--- src/rtl/ps2_scan_decoder.sv ---
// PS/2 set-2 scancode decoder.
// Folds E0/F0 prefixes into complete key events {ext, break, code}, drops keyboard
// housekeeping bytes and queues the events in a small first-word-fall-through FIFO.
// Also tracks whether either shift key is currently held.
module ps2_scan_decoder #(
  parameter int unsigned FIFO_DEPTH  = 4,
  parameter int unsigned ADDR_W      = 2,
  parameter int unsigned TIMEOUT_CYC = 500000
) (
  input  logic              clock,
  input  logic              resetn,
  input  logic              key_strobe,
  input  logic [7:0]        key_byte,
  output logic              evt_valid,
  input  logic              evt_ready,
  output logic [7:0]        evt_code,
  output logic              evt_ext,
  output logic              evt_break,
  output logic              shift_held,
  output logic              overflow,
  output logic [ADDR_W:0]   fifo_count
);

  localparam logic [19:0]     TimeoutLast = 20'(TIMEOUT_CYC - 1);
  localparam logic [ADDR_W:0] DepthCnt    = (ADDR_W + 1)'(FIFO_DEPTH);

  typedef enum logic [1:0] {
    StIdle,
    StExt,
    StBrk,
    StExtBrk
  } state_e;

  state_e state_q, state_d;
  logic [19:0] tmo_q;

  logic is_e0, is_f0, is_housekeeping;
  logic emit, emit_ext, emit_brk;

  assign is_e0 = (key_byte == 8'hE0);
  assign is_f0 = (key_byte == 8'hF0);
  assign is_housekeeping = (key_byte == 8'h00) || (key_byte == 8'hAA) ||
                           (key_byte == 8'hEE) || (key_byte == 8'hFA) ||
                           (key_byte == 8'hFE) || (key_byte == 8'hFF);

  // Prefix decode: next state and whether this strobe completes an event.
  always_comb begin
    state_d  = state_q;
    emit     = 1'b0;
    emit_ext = 1'b0;
    emit_brk = 1'b0;
    if (key_strobe) begin
      unique case (state_q)
        StIdle: begin
          if (is_e0) begin
            state_d = StExt;
          end else if (is_f0) begin
            state_d = StBrk;
          end else if (!is_housekeeping) begin
            emit = 1'b1;
          end
        end
        StExt: begin
          if (is_f0) begin
            state_d = StExtBrk;
          end else if (!is_e0) begin
            emit     = 1'b1;
            emit_ext = 1'b1;
            state_d  = StIdle;
          end
        end
        StBrk: begin
          if (is_e0) begin
            state_d = StExtBrk;
          end else if (!is_f0) begin
            emit     = 1'b1;
            emit_brk = 1'b1;
            state_d  = StIdle;
          end
        end
        StExtBrk: begin
          if (!is_e0 && !is_f0) begin
            emit     = 1'b1;
            emit_ext = 1'b1;
            emit_brk = 1'b1;
            state_d  = StIdle;
          end
        end
        default: state_d = StIdle;
      endcase
    end else if ((state_q != StIdle) && (tmo_q == TimeoutLast)) begin
      // A stalled prefix sequence is abandoned without emitting anything.
      state_d = StIdle;
    end
  end

  // Decoder state and prefix-idle timeout counter.
  always_ff @(posedge clock or negedge resetn) begin
    if (!resetn) begin
      state_q <= StIdle;
      tmo_q   <= '0;
    end else begin
      state_q <= state_d;
      if (key_strobe || (state_q == StIdle) || (tmo_q == TimeoutLast)) begin
        tmo_q <= '0;
      end else begin
        tmo_q <= tmo_q + 20'd1;
      end
    end
  end

  // Shift tracking follows every decoded event, including ones the FIFO drops.
  logic shift_l_q, shift_r_q;

  always_ff @(posedge clock or negedge resetn) begin
    if (!resetn) begin
      shift_l_q <= 1'b0;
      shift_r_q <= 1'b0;
    end else if (emit && !emit_ext) begin
      if (key_byte == 8'h12) shift_l_q <= !emit_brk;
      if (key_byte == 8'h59) shift_r_q <= !emit_brk;
    end
  end

  assign shift_held = shift_l_q | shift_r_q;

  // Event FIFO
  logic [9:0]        mem_q [FIFO_DEPTH];
  logic [ADDR_W-1:0] wr_ptr_q, rd_ptr_q;
  logic [ADDR_W:0]   count_q;
  logic              overflow_q;
  logic              full, pop, do_write;

  assign full     = (count_q == DepthCnt);
  assign pop      = evt_valid & evt_ready;
  // When full, a push only fits if the head leaves on the same edge.
  assign do_write = emit && (!full || pop);

  // FIFO storage, pointers, occupancy and sticky overflow flag.
  always_ff @(posedge clock or negedge resetn) begin
    if (!resetn) begin
      for (int i = 0; i < int'(FIFO_DEPTH); i++) begin
        mem_q[i] <= '0;
      end
      wr_ptr_q   <= '0;
      rd_ptr_q   <= '0;
      count_q    <= '0;
      overflow_q <= 1'b0;
    end else begin
      if (do_write) begin
        mem_q[wr_ptr_q] <= {emit_ext, emit_brk, key_byte};
        wr_ptr_q        <= wr_ptr_q + 1'b1;
      end
      if (pop) begin
        rd_ptr_q <= rd_ptr_q + 1'b1;
      end
      if (emit && !do_write) begin
        overflow_q <= 1'b1;
      end
      unique case ({do_write, pop})
        2'b10:   count_q <= count_q + 1'b1;
        2'b01:   count_q <= count_q - 1'b1;
        default: count_q <= count_q;
      endcase
    end
  end

  assign evt_valid  = (count_q != '0);
  assign evt_ext    = mem_q[rd_ptr_q][9];
  assign evt_break  = mem_q[rd_ptr_q][8];
  assign evt_code   = mem_q[rd_ptr_q][7:0];
  assign overflow   = overflow_q;
  assign fifo_count = count_q;

endmodule

--- config.mk ---
export PLATFORM = sky130hd
export DESIGN_NAME = ps2_scan_decoder
export DESIGN_NICKNAME = d
export VERILOG_FILES = /design/src/rtl/ps2_scan_decoder.sv
export SDC_FILE = /design/constraint.sdc
export NUM_CORES = 1
export LEC_CHECK = 0
export CORE_ASPECT_RATIO = 1.2
export CORE_MARGIN = 2
export CORE_UTILIZATION = 55
export CTS_CLUSTER_SIZE = 25
export DETAILED_ROUTE_END_ITERATION = 8
export PLACE_DENSITY = 0.76
export SLEW_MARGIN = 30
export SYNTH_ARGS = -nofsm -noshare
export SYNTH_HDL_FRONTEND = slang
export SYNTH_SLANG_ARGS = --single-unit
--- constraint.sdc ---
create_clock -name clock -period 3.75 [get_ports clock]
set_input_delay 0.5625 -clock clock [delete_from_list [all_inputs] [get_ports clock]]
set_output_delay 0.5625 -clock clock [all_outputs]
set_load 0.03 [all_outputs]
==> flow_summary.toml <==
[drt]
dr.pass1.iters = 4
drc = 0
vias = 2263
drt-wirelength-per-cell_um = 17.0
drt-total-wl_um = 6980
vias_per_cell = 5.52
drt_iter0_markers = 154
final_antenna_net_count = 0

[setup_path]
slowest_delay_ps = 580
r2r-start = "fifo_count[0]"
crit_start = "key_byte[2]"
critical_path_class = "in2reg"
crit_chain = "clkdlybuf4s50_1 > or4_1 > nor4_1 > o21ai_1 > nand3_1 > ha_1 > inv_1 > fa_1 > xor2_1 > nor2_1 > xor2_1"
worstReg2RegEnd = "fifo_count[2]"
rr_worst_depth = 9
startpoint_type = "input pin"
cp.required_ps = 4000
worst_ep_arrival_time_ps = 3360
cp-end-kind = "flop"
rrSetupSlack_ps = 1070
crit_fanout = 8
cpMaxStageDelayCell = "or4_1"
path_common_cell = "xor2_1"

[yosys]
async_flop_share = 1.00
syn_avg_cell_area_sq_um = 12.1
ys_seq_elements = 72
synthesis.area_sq_um = 3500
ys_warn_count = 0
synth.distinct_cells = 44
synth_edf_count = 0
syn-instance-count = 290
synth_nets = 309
ys_seq_area_frac = 0.515
synth_ff_type = "dfrtp_1"

[sta]
fin_crit_sh = 0.829
relSlewSlack = 0.486
final-hold-violation-count = 0
hold_slack_ps = 223
min_period_ps = 3110
setup_viol = 0
rsz0062_at_grt = "false"
setup_tns_ps = 0
slew_viol_final = 0
worst_slew_pin_slew_ps = 771
max_freq_mhz = 322
clock-skew-final_ps = 10.7

[place]
dpl-instance-area_sq_um = 3850
dp_hpwl_um = 4810
io_buffers = 27
gp_congestion = 0.772

[clocking]
post_cts_buffers = 0
clkTransAtPathRegs_ps = 80
cts_htree_levels = 3
cts_tree = "yes"
clk_path_buf_depth = 2
cts.sinks = 72
ctsHoldBuffers = 0
clk_latency_ps = 340
cts_root_buf = "clkbuf_8"
cts_made_buffers = 9
cts-resized-gates = 0

[hold_path]
hp-class = "in2async"

[grt]
track_usage = 0.225
antenna_found_initial = 0
grt_start_max_net_pins = 50
overflow = 0
grt_pass1_vias = 2461
grt_first_pass_wirelength_um = 12200

[floorplan]
core-area_sq_um = 6090
start_util = 0.574
dieHeight_um = 91.4
dieArea_sq_um = 7010
io_pins = 28
rows = 31
die_w_um = 76.8

[finish]
num_antenna_cells = 0
drive_gt1_frac = 0.183
nets = 342
final_cell_mix = "dfrtp_1 (72), nor2_1 (30), clkdlybuf4s50_1 (26), inv_1 (17)"
fin_area_sq_um = 4100
area_growth_syn_to_layout_pct = 17.2
layout_commonest_cell = "dfrtp_1"

[pwr]
p_leak_nw = 1.70
fin_total_pwr_mw = 3.12
p_per_area_nw_per_um2 = 763
ir_drop_uv = 574

[run]
drv_cap = 0

[status]
status = "completed"
cell usage after synthesis, types with 2 or more instances:
master,count,share of area
dfrtp_1,72,0.52
nor2_1,30,0.032
inv_1,17,0.018
mux2_2,14,0.045
nand3_1,14,0.020
nand2_1,13,0.014
xor2_1,13,0.033
xnor2_1,12,0.030
mux2_1,11,0.035
mux4_2,10,0.064
nand4_1,9,0.016
o21ai_0,9,0.013
mux2_4,8,0.034
ha_1,6,0.021
clkbuf_1,4,0.0043
and4_1,3,0.0075
buf_2,3,0.0043
nor3_1,3,0.0043
nor4_1,3,0.0054
nor4b_1,3,0.0075
o21ai_1,3,0.0043
a21oi_1,2,0.0029
and3_1,2,0.0036
buf_1,2,0.0021
buf_6,2,0.0064
nor2b_1,2,0.0036
nor3b_1,2,0.0043
or2_2,2,0.0036
cell type report:
type / instances / area, sq um
tap: 82 / 103
clock inverter: 5 / 104
sequential: 72 / 1800
fill: 453 / 1990
clock buffer: 11 / 141
inverter: 17 / 63.8
multi-input combinational: 190 / 1570
timing repair buffer: 33 / 313
through the flow:
stage                     setup WS [ps]  cells  utilization
after floorplan                     971    290            -
after global placement              396    394        0.632
after detailed placement            303    394        0.633
after CTS                           651    410        0.673
after global routing                441    410        0.673
final                               642    410        0.673
power by group:
part	leakage [nW]	internal, mW	switching (mW)
registers	0.917	1.01	0.200
clock network	0.124	0.461	0.286
logic	0.657	0.628	0.544
total	1.70	2.09	1.03
sequential cells by signal, summed over array words and instances (netlist names):
name        count
tmo_q          20
shift_l_q       1
wr_ptr_q        2
rd_ptr_q        2
shift_r_q       1
state_q         2
overflow        1
fifo_count      3
mem_q          40
how the worst max path moves through the flow:
stage               endpoint  slack, ps  depth (start not counted)
3_3_place_gp   fifo_count[2]        400                         11
3_5_place_dp   fifo_count[2]        300                         11
2_1_floorplan  fifo_count[2]        970                         11
6_report       fifo_count[2]        640                         11
5_1_grt        fifo_count[2]        440                         11
4_1_cts        fifo_count[2]        650                         11
worst max-delay path: cells and delay by family:
kind / cells / cell delay [ps]
simple gates: 4 / 1150
buf+inv: 2 / 590
fa+ha+maj: 2 / 580
xor+xnor: 2 / 310
compound gates: 1 / 180
metal layers:
layer,part of all wire,vias up,track usage
li1,-,1083,-
met2,0.51,35,0.368
met3,0.031,12,0.0388
met5,0,-,0
met1,0.44,1133,0.297
met4,0.017,0,0.0955
cells by family after synthesis:
kind of cell / count (synthesis) / synth area share
AO/OA/AOI/OAI: 16 / 0.0254
XOR/XNOR: 25 / 0.0626
flip-flops: 72 / 0.515
adder cells (fa/ha/maj): 7 / 0.0272
AND/OR/NAND/NOR: 98 / 0.152
multiplexers: 44 / 0.182
buffers and inverters: 28 / 0.0354
Power figures use the tool's default switching activity.
